--- config.mk ---
export PLATFORM = sky130hd
export DESIGN_NAME = lsu_flat
export DESIGN_NICKNAME = d
export VERILOG_FILES = /design/src/rtl/lsu_if.sv /design/src/rtl/lsu.sv /design/src/flat_wrapper.sv
export SDC_FILE = /design/constraint.sdc
export NUM_CORES = 1
export LEC_CHECK = 0
export ABC_AREA = 1
export CAP_MARGIN = 20
export CORE_MARGIN = 4
export CORE_UTILIZATION = 43
export DETAILED_ROUTE_END_ITERATION = 8
export HOLD_SLACK_MARGIN = 0.15
export PLACE_DENSITY = 0.84
export SLEW_MARGIN = 10
export SYNTH_ARGS = -nofsm -noshare
export SYNTH_HDL_FRONTEND = slang
export SYNTH_SLANG_ARGS = --single-unit
--- constraint.sdc ---
create_clock -name clk -period 2.2 [get_ports clk]
set_input_delay 0.44 -clock clk [delete_from_list [all_inputs] [get_ports clk]]
set_output_delay 0.44 -clock clk [all_outputs]
set_load 0.005 [all_outputs]
--- src/rtl/lsu_if.sv ---
// Data-bus interface between the LSU (master) and the memory system (slave).
// Single outstanding access: the request fields stay stable until ready is seen.
interface lsu_if;
    logic        req;
    logic        we;
    logic [31:0] addr;
    logic [3:0]  wstrb;
    logic [31:0] wdata;
    logic        ready;
    logic [31:0] rdata;

    modport master (output req, we, addr, wstrb, wdata, input ready, rdata);
    modport slave  (input req, we, addr, wstrb, wdata, output ready, rdata);
endinterface

--- src/rtl/lsu.sv ---
// Load/store unit: two-state (IDLE/WAIT) FSM that issues one word-aligned
// bus access per memory op and returns load data to the register file.
// Non-memory ops pass through to the writeback port with one cycle latency.
// Optional macro LSU_MISALIGN_CHECK_EN: misaligned H/W accesses are dropped
// and flagged on misalign_o; without it the low address bits are cleared.
module lsu (
    input  logic        clk,
    input  logic        rst_n,
    input  logic [4:0]  ex_rd_addr_i,
    input  logic [31:0] ex_rd_data_i,
    input  logic        ex_reg_wen_i,
    input  logic        ex_mem_req_i,
    input  logic        ex_mem_we_i,
    input  logic [2:0]  ex_mem_func3_i,
    input  logic [31:0] ex_mem_addr_i,
    input  logic [31:0] ex_mem_wdata_i,
    lsu_if.master       bus,
    output logic [4:0]  rd_addr_o,
    output logic [31:0] rd_data_o,
    output logic        reg_wen_o,
    output logic        hold_flag_o,
    output logic        misalign_o
);

    typedef enum logic {IDLE, WAIT} state_t;

    state_t      state, state_nxt;
    logic        f3_ok, unaligned, go, mis_hit;
    logic [1:0]  off;
    logic [3:0]  strb;
    logic [31:0] wrep;
    logic [2:0]  f3_q;
    logic [1:0]  off_q;
    logic [4:0]  rd_q;
    logic [7:0]  byte_v;
    logic [15:0] half_v;
    logic [31:0] load_data;

    // Decode the execute-stage request: legality, alignment, lane offset, store lanes.
    always_comb begin
        f3_ok     = ex_mem_we_i ? (ex_mem_func3_i inside {3'b000, 3'b001, 3'b010})
                                : (ex_mem_func3_i inside {3'b000, 3'b001, 3'b010, 3'b100, 3'b101});
        unaligned = (ex_mem_func3_i[1:0] == 2'b01 && ex_mem_addr_i[0]) ||
                    (ex_mem_func3_i[1:0] == 2'b10 && ex_mem_addr_i[1:0] != 2'b00);
        off  = ex_mem_addr_i[1:0];
        strb = 4'b0001 << off;
        wrep = {4{ex_mem_wdata_i[7:0]}};
        case (ex_mem_func3_i[1:0])
            2'b01: begin
                off  = {ex_mem_addr_i[1], 1'b0};
                strb = ex_mem_addr_i[1] ? 4'b1100 : 4'b0011;
                wrep = {2{ex_mem_wdata_i[15:0]}};
            end
            2'b10: begin
                off  = 2'b00;
                strb = 4'b1111;
                wrep = ex_mem_wdata_i;
            end
            default: ;
        endcase
`ifdef LSU_MISALIGN_CHECK_EN
        go      = ex_mem_req_i & f3_ok & ~unaligned;
        mis_hit = ex_mem_req_i & f3_ok & unaligned;
`else
        go      = ex_mem_req_i & f3_ok;
        mis_hit = 1'b0;
`endif
    end

    // Pick the addressed lane out of the returned word and extend it.
    always_comb begin
        byte_v = 8'(bus.rdata >> {off_q, 3'b000});
        half_v = off_q[1] ? bus.rdata[31:16] : bus.rdata[15:0];
        case (f3_q)
            3'b000:  load_data = {{24{byte_v[7]}}, byte_v};
            3'b001:  load_data = {{16{half_v[15]}}, half_v};
            3'b100:  load_data = {24'd0, byte_v};
            3'b101:  load_data = {16'd0, half_v};
            default: load_data = bus.rdata;
        endcase
    end

    // State register.
    always_ff @(posedge clk) begin
        if (!rst_n) state <= IDLE;
        else        state <= state_nxt;
    end

    // Next state and stall request; stall is suppressed during reset.
    always_comb begin
        state_nxt   = state;
        hold_flag_o = 1'b0;
        case (state)
            IDLE: if (go) begin
                state_nxt   = WAIT;
                hold_flag_o = 1'b1;
            end
            WAIT: begin
                hold_flag_o = ~bus.ready;
                if (bus.ready) state_nxt = IDLE;
            end
            default: state_nxt = IDLE;
        endcase
        if (!rst_n) hold_flag_o = 1'b0;
    end

    // Bus request registers, access context and writeback port.
    always_ff @(posedge clk) begin
        if (!rst_n) begin
            bus.req    <= 1'b0;
            bus.we     <= 1'b0;
            bus.addr   <= '0;
            bus.wstrb  <= '0;
            bus.wdata  <= '0;
            f3_q       <= '0;
            off_q      <= '0;
            rd_q       <= '0;
            rd_addr_o  <= '0;
            rd_data_o  <= '0;
            reg_wen_o  <= 1'b0;
            misalign_o <= 1'b0;
        end else begin
            reg_wen_o  <= 1'b0;
            misalign_o <= 1'b0;
            case (state)
                IDLE: begin
                    if (go) begin
                        bus.req   <= 1'b1;
                        bus.we    <= ex_mem_we_i;
                        bus.addr  <= {ex_mem_addr_i[31:2], 2'b00};
                        bus.wstrb <= ex_mem_we_i ? strb : 4'b0000;
                        bus.wdata <= wrep;
                        f3_q      <= ex_mem_func3_i;
                        off_q     <= off;
                        rd_q      <= ex_rd_addr_i;
                    end else if (!ex_mem_req_i) begin
                        reg_wen_o <= ex_reg_wen_i;
                        rd_addr_o <= ex_rd_addr_i;
                        rd_data_o <= ex_rd_data_i;
                    end else begin
                        misalign_o <= mis_hit;
                    end
                end
                WAIT: if (bus.ready) begin
                    bus.req <= 1'b0;
                    if (!bus.we) begin
                        reg_wen_o <= 1'b1;
                        rd_addr_o <= rd_q;
                        rd_data_o <= load_data;
                    end
                end
                default: ;
            endcase
        end
    end

endmodule

--- src/flat_wrapper.sv ---
// flat-port wrapper written by rule: the top's interface ports become plain ports
module lsu_flat 
  (clk, rst_n, ex_rd_addr_i, ex_rd_data_i, ex_reg_wen_i, ex_mem_req_i, ex_mem_we_i, ex_mem_func3_i, ex_mem_addr_i, ex_mem_wdata_i, rd_addr_o, rd_data_o, reg_wen_o, hold_flag_o, misalign_o, bus_req, bus_we, bus_addr, bus_wstrb, bus_wdata, bus_ready, bus_rdata);
  lsu_if bus_i ();
  input  logic clk;
  input  logic rst_n;
  input  logic [4:0] ex_rd_addr_i;
  input  logic [31:0] ex_rd_data_i;
  input  logic ex_reg_wen_i;
  input  logic ex_mem_req_i;
  input  logic ex_mem_we_i;
  input  logic [2:0] ex_mem_func3_i;
  input  logic [31:0] ex_mem_addr_i;
  input  logic [31:0] ex_mem_wdata_i;
  output logic [4:0] rd_addr_o;
  output logic [31:0] rd_data_o;
  output logic reg_wen_o;
  output logic hold_flag_o;
  output logic misalign_o;
  output wire logic [$bits(bus_i.req)-1:0] bus_req;
  output wire logic [$bits(bus_i.we)-1:0] bus_we;
  output wire logic [$bits(bus_i.addr)-1:0] bus_addr;
  output wire logic [$bits(bus_i.wstrb)-1:0] bus_wstrb;
  output wire logic [$bits(bus_i.wdata)-1:0] bus_wdata;
  input wire logic [$bits(bus_i.ready)-1:0] bus_ready;
  input wire logic [$bits(bus_i.rdata)-1:0] bus_rdata;
  assign bus_req = bus_i.req;
  assign bus_we = bus_i.we;
  assign bus_addr = bus_i.addr;
  assign bus_wstrb = bus_i.wstrb;
  assign bus_wdata = bus_i.wdata;
  assign bus_i.ready = bus_ready;
  assign bus_i.rdata = bus_rdata;
  lsu u_core (.clk(clk), .rst_n(rst_n), .ex_rd_addr_i(ex_rd_addr_i), .ex_rd_data_i(ex_rd_data_i), .ex_reg_wen_i(ex_reg_wen_i), .ex_mem_req_i(ex_mem_req_i), .ex_mem_we_i(ex_mem_we_i), .ex_mem_func3_i(ex_mem_func3_i), .ex_mem_addr_i(ex_mem_addr_i), .ex_mem_wdata_i(ex_mem_wdata_i), .bus(bus_i), .rd_addr_o(rd_addr_o), .rd_data_o(rd_data_o), .reg_wen_o(reg_wen_o), .hold_flag_o(hold_flag_o), .misalign_o(misalign_o));
endmodule
==> results of run 1 <==
[cell usage after synthesis, types with 5 or more instances]
| cell type | n | share of area |
|---|---|---|
| buf_1 | 7 | 0.0044 |
| o21ai_0 | 32 | 0.027 |
| dfxtp_1 | 117 | 0.39 |
| buf_2 | 15 | 0.012 |
| a21oi_1 | 137 | 0.11 |
| inv_2 | 5 | 0.0031 |
| a21boi_0 | 8 | 0.010 |
| nand4_1 | 13 | 0.014 |
| buf_4 | 11 | 0.014 |
| or2_2 | 18 | 0.019 |
| clkbuf_1 | 30 | 0.019 |
| o211ai_1 | 8 | 0.010 |
| nor2_1 | 89 | 0.056 |
| inv_1 | 56 | 0.035 |
| nand2_1 | 338 | 0.21 |
| nand3_1 | 41 | 0.034 |
[routing by layer]
| metal | global-route usage | part of all wire | wire length [µm] | up-vias |
|---|---|---|---|---|
| li1 | - | - | - | 3483 |
| met1 | 0.317 | 0.40 | 8390 | 3163 |
| met2 | 0.418 | 0.46 | 9670 | 310 |
| met3 | 0.106 | 0.12 | 2540 | 35 |
| met4 | 0.0751 | 0.020 | 412 | 0 |
| met5 | 0 | 0 | 0 | - |
[area by class of cell]
type,count,area (µm²)
sequential,117,2340
clock inverter,13,158
tap,176,220
fill,1173,4150
multi-input combinational,699,3100
timing repair buffer,284,2800
inverter,63,239
clock buffer,19,443
antenna,1,2.50
[worst register-to-register path: stages, from the launching register on]
cell,delay [ps]
dfxtp_1,600
inv_2,250
nand2_1,140
nand3_1,70
nand2_1,80
nand2_1,120
buf_12,190
a21oi_1,220
nor2_1,70
nor2_1,90
[worst max-delay path by stage]
stage	end	slack, ps
after CTS	hold_flag_o	110
after detailed placement	hold_flag_o	-370
after global routing	hold_flag_o	50
after global placement	hold_flag_o	-310
final	hold_flag_o	130
after floorplan	hold_flag_o	280
[logic make-up (layout without fill, tap and decap cells)]
family / Yosys count / in the layout
other: 1 / 4
adder cells (fa/ha/maj): 3 / 3
AO/OA/AOI/OAI: 187 / 187
AND/OR/NAND/NOR: 506 / 506
buffers and inverters: 130 / 379
flip-flops: 117 / 117
[registers in the layout, indices dropped and copies added, names as in the netlist, 2 cells and up]
signal,flops
u_core.bus.wdata,32
u_core.rd_data_o,32
u_core.bus.addr,30
u_core.rd_addr_o,5
u_core.rd_q,5
u_core.bus.wstrb,4
u_core.f3_q,3
u_core.off_q,2
[per-stage QoR]
| step | area [µm²] | setup TNS [ps] | cells | setup slack (ps) | power, mW |
|---|---|---|---|---|---|
| 2_1_floorplan | 6020 | 0 | 946 | 282 | 3.13 |
| 3_3_place_gp | 8700 | -20010 | 1339 | -310 | 3.89 |
| 3_5_place_dp | 8700 | -27260 | 1339 | -366 | 3.91 |
| 4_1_cts | 9300 | 0 | 1371 | 114 | 6.71 |
| 5_1_grt | 9300 | 0 | 1371 | 51.2 | 6.99 |
| 6_report | 9300 | 0 | 1372 | 132 | 6.67 |
[power breakdown]
| group | switching [mW] | leakage [nW] | internal [mW] |
|---|---|---|---|
| clock network | 1.00 | 0.285 | 1.80 |
| logic | 0.725 | 2.61 | 0.776 |
| registers | 0.0937 | 0.959 | 2.28 |
[cell usage in the layout (no fill, tap or decap), drive strengths merged]
cell type / count
a21boi: 8
a21oi: 137
and2: 1
buf: 36
bufinv: 3
clkbuf: 19
clkdlybuf4s50: 245
clkinv: 7
clkinvlp: 4
conb: 3
dfxtp: 117
diode: 1
dlygate4sd2: 3
ha: 3
inv: 62
nand2: 338
nand3: 43
nand4: 13
nor2: 91
nor3: 1
o211ai: 8
o21ai: 33
o21bai: 1
or2: 19
==> results.cfg, run 1 <==
[cells_and_area]
layout-drive-gt1-share = 0.0795
final_net_count = 1327
fin_util = 0.691
area_growth_pct = 54.7

[logic_synthesis]
synthFlopType = dfxtp_1
syn_inst = 944
yosys.area_share.simple = 0.344
synth_top_family_by_area = simple AND/OR/NAND/NOR gates
syn_area_per_cell_um2 = 6.37
synth_mux_area_frac = 0
synthXorXnorAreaFrac = 0
synth-edff-count = 0
synth_area_um2 = 6010
ys_seq_area_frac = 0.389
ys_ff_latch = 117
synth_cell_types = 29
synth_compound_area_frac = 0.163
synthAdderAreaFrac = 0.00624
ys.warnings.count = 0
async_flop_share = 0

[clocking]
ctsHoldBuffers = 0
ctsResizeCount = 4
cts_made_buffers = 17
cts-root-buf = clkbuf_16
cts_sinks = 117
post-cts-setup-buffers = 0
cts_tree = built
path_clk_slew_ps = 50
cts.path.max_buffers = 2
clock_latency_ps = 410
htreeDepth = 4

[worst_setup_path]
crit_required_ps = 1760
worst_path_max_delay_cell = clkdlybuf4s50_1
worstSetupPathType = in2out
path_depth = 6
crit_family = buffers and inverters
max_stage_delay_ps = 450
path_cells = clkdlybuf4s50_1 -> inv_1 -> nor2_1 -> nand3_4 -> a21oi_1 -> dlygate4sd2_1
cp.arrival_ps = 1630
cp_max_fo = 2
crit_buf_inv = 3
crit_start = ex_mem_req_i
worstReg2RegStart = u_core.off_q[1]
reg2reg_depth = 9
endpoint_kind = primary output
r2r_end = u_core.rd_data_o[11]
critPathLaunchType = input port
reg2reg_slack_ps = 300

[sta]
timing.hold.ws_ps = 460
setup_viol = 0
finalHoldViolCount = 0
maxSlewHeadroom = 0.429
finalWorstPathRequiredPeriod_ps = 2070
fmax_ghz = 0.484
rsz0062_at_grt = false
worst_pin_slew_ps = 857
drv_slew = 0
period_share = 0.940
fin_skew_ps = 3.77

[hold_path]
whs_path_depth = 2
hold_path_end = u_core.rd_q[1]
hp-start = u_core.rd_q[1]
hold_class = reg2reg

[power]
vdd_drop_max_uv = 514
p_leak_nw = 3.85
cellPowerDensity_nw_per_um2 = 717

[floorplan]
rows = 42
die_area_um2 = 15900
die_w_um = 126
die_h_um = 126
initial_utilization = 0.447
ios = 252
core_area_um2 = 13500

[global_route]
grt_first_pass_wirelength_mm = 33.2
grt_pass1_vias = 6657
grt_max_degree = 82
grt_overflow = 0
grt_usage = 0.258
antenna_found_initial = 1

[routing]
via_count = 6991
drt_iter0_drc = 509
vias_per_cell = 5.10
ant_nets = 0
drc = 0
routed_wl_mm = 21.0
dr.pass1.iters = 5
wl_per_cell_um = 15.3

[flow_run]
max-cap-violations = 0

[placed_design]
dpl.hpwl_mm = 15.3
portBuffers = 248
gp_congestion = 0.896

[outcome]
status = completed
Power figures use the tool's default switching activity.
==> run 2, diff against run 1 <==
--- a/config.mk
+++ b/config.mk
@@ -12,6 +12,7 @@
 export DETAILED_ROUTE_END_ITERATION = 8
 export HOLD_SLACK_MARGIN = 0.15
 export PLACE_DENSITY = 0.84
+export SKIP_LAST_GASP = 1
 export SLEW_MARGIN = 10
 export SYNTH_ARGS = -nofsm -noshare
 export SYNTH_HDL_FRONTEND = slang
==> results of run 2 <==
No change in the layout: final DEF, timing and power equal those of run 1.
==> run 3, diff against run 2 <==
--- a/config.mk
+++ b/config.mk
@@ -7,6 +7,7 @@
 export LEC_CHECK = 0
 export ABC_AREA = 1
 export CAP_MARGIN = 20
+export CORE_ASPECT_RATIO = 2
 export CORE_MARGIN = 4
 export CORE_UTILIZATION = 43
 export DETAILED_ROUTE_END_ITERATION = 8
==> run 3 against run 2 <==
Effect of this change:
- cell area increased by 0.52%
- die area increased by 0.72%
- combinational power increased by 3%
- total power decreased by 1.8%
- clock skew increased by 4.8 ps
- clock power decreased by 6%
- flip-flop and latch count unchanged
- critical path depth unchanged
- global-route usage increased by 1.5 points
- maximum frequency increased by 4.8%
- largest power group unchanged
==> results.cfg, run 3 (synthesis gave the netlist of run 1 again) <==
[outcome]
status = completed

[floorplan]
die_w_um = 91.6
initial_utilization = 0.443
ios = 252
die_h_um = 175
rows = 60
core_area_um2 = 13600
die_area_um2 = 16100

[worst_setup_path]
crit_family = buffers and inverters
cp.arrival_ps = 1530
critPathLaunchType = input port
endpoint_kind = primary output
worstSetupPathType = in2out
cp_max_fo = 3
crit_buf_inv = 3
max_stage_delay_ps = 450
r2r_end = u_core.rd_data_o[7]
reg2reg_slack_ps = 320
crit_required_ps = 1760
worst_path_max_delay_cell = clkdlybuf4s50_1
worstReg2RegStart = u_core.f3_q[1]
reg2reg_depth = 6
path_cells = clkdlybuf4s50_1 -> inv_1 -> nor2_1 -> nand3_4 -> a21oi_1 -> clkbuf_2

[global_route]
grt_usage = 0.274
antenna_found_initial = 0
grt_overflow = 0
grt_max_degree = 82
grt_pass1_vias = 6988
grt_first_pass_wirelength_mm = 34.4

[sta]
rsz0062_at_grt = false
period_share = 0.897
setup_viol = 0
drv_slew = 0
fmax_ghz = 0.507
finalWorstPathRequiredPeriod_ps = 1970
finalHoldViolCount = 0
maxSlewHeadroom = 0.439
worst_pin_slew_ps = 841
fin_skew_ps = 8.55
fin_ws_ps = 227

[clocking]
cts_tree = built
cts.path.max_buffers = 2
cts-root-buf = clkbuf_16
path_clk_slew_ps = 50
clock_latency_ps = 410
htreeDepth = 4
ctsHoldBuffers = 0
cts_sinks = 117
cts_made_buffers = 17

[cells_and_area]
area_growth_pct = 55.5
n_antenna_cell = 0
layout_commonest_cell = nand2_1
layout-drive-gt1-share = 0.0873
reg_top3 = u_core.bus.wdata: 32 flops, u_core.rd_data_o: 32 flops, u_core.bus.addr: 30 flops
final_cell_mix = nand2_1 (338), clkdlybuf4s50_1 (245), a21oi_1 (137)
fillers = 1120
final_net_count = 1335
final_area_um2 = 9350

[power]
power_mw = 6.56
cellPowerDensity_nw_per_um2 = 701
vdd_drop_max_uv = 588
p_leak_nw = 3.88

[routing]
dr.pass1.iters = 5
wl_per_cell_um = 15.9
drc = 0
routed_wl_mm = 22.1
ant_nets = 0
via_count = 7006
vias_per_cell = 5.04
drt_iter0_drc = 307

[placed_design]
placedInstanceArea_um2 = 8800
dpl.hpwl_mm = 16.5
gp_congestion = 0.919
portBuffers = 248
place_ws_ps = -364

[hold_path]
hold_path_end = u_core.bus.wdata[24]
hp-start = u_core.bus.wdata[24]
whs_path_depth = 2
hold_class = reg2reg

[flow_run]
max-cap-violations = 0
## run 3: cell type report
| cell class | count | area [µm²] | share of cell area |
|---|---|---|---|
| clock buffers | 19 | 443 | 0.0474 |
| clock inverters | 13 | 115 | 0.0123 |
| inverters | 63 | 239 | 0.0256 |
| multi-input cells | 699 | 3100 | 0.331 |
| flip-flops and latches | 117 | 2340 | 0.250 |
| well taps | 186 | 233 | 0.0249 |
| repair buffers | 292 | 2880 | 0.308 |
## run 3: through the flow
step                hold slack [ps]  cells  setup TNS, ps  utilization
floorplan                       446    946              0            -
global placement                449   1357         -17100        0.648
detailed placement              454   1357         -24930        0.648
CTS                             464   1389              0        0.688
global route                    476   1389              0        0.688
finish                          462   1389              0        0.688
## run 3: tightest hold or removal path, stage by stage, from the launching register on
cell and delay (ps):
dfxtp_1 300, nand2_1 60, a21oi_1 50
## run 3: worst max-delay path by stage
stage	end	cells after the start	slack (ps)	from
global route	u_core.rd_data_o[9]	9	90	u_core.off_q[1]
finish	hold_flag_o	6	230	ex_mem_req_i
detailed placement	hold_flag_o	8	-360	ex_mem_func3_i[1]
CTS	hold_flag_o	8	120	ex_mem_func3_i[0]
global placement	hold_flag_o	8	-310	ex_mem_func3_i[0]
floorplan	hold_flag_o	8	280	ex_mem_func3_i[0]
## run 3: where the power goes
group | switching [mW] | total (mW) | leakage, nW | internal, mW
clock network | 1.13 | 2.64 | 0.272 | 1.51
registers | 0.0979 | 2.37 | 0.959 | 2.28
logic | 0.738 | 1.54 | 2.65 | 0.805
total | 1.96 | 6.56 | 3.88 | 4.59
## run 3: per-layer routing
layer	track usage	vias up	part of all wire
li1	-	3480	-
met1	0.254	3158	0.33
met2	0.515	291	0.54
met3	0.0660	77	0.065
met4	0.181	0	0.068
met5	0	-	0
## run 3: repair_timing
action / in CTS / in global routing
pin swaps: 1 / 0
setup endpoints to repair: 1 / 1
endpoints found under the hold margin: 0 / 0
cloned: 0 / 0
buffers inserted: 0 / 0
resized for setup: 5 / 2
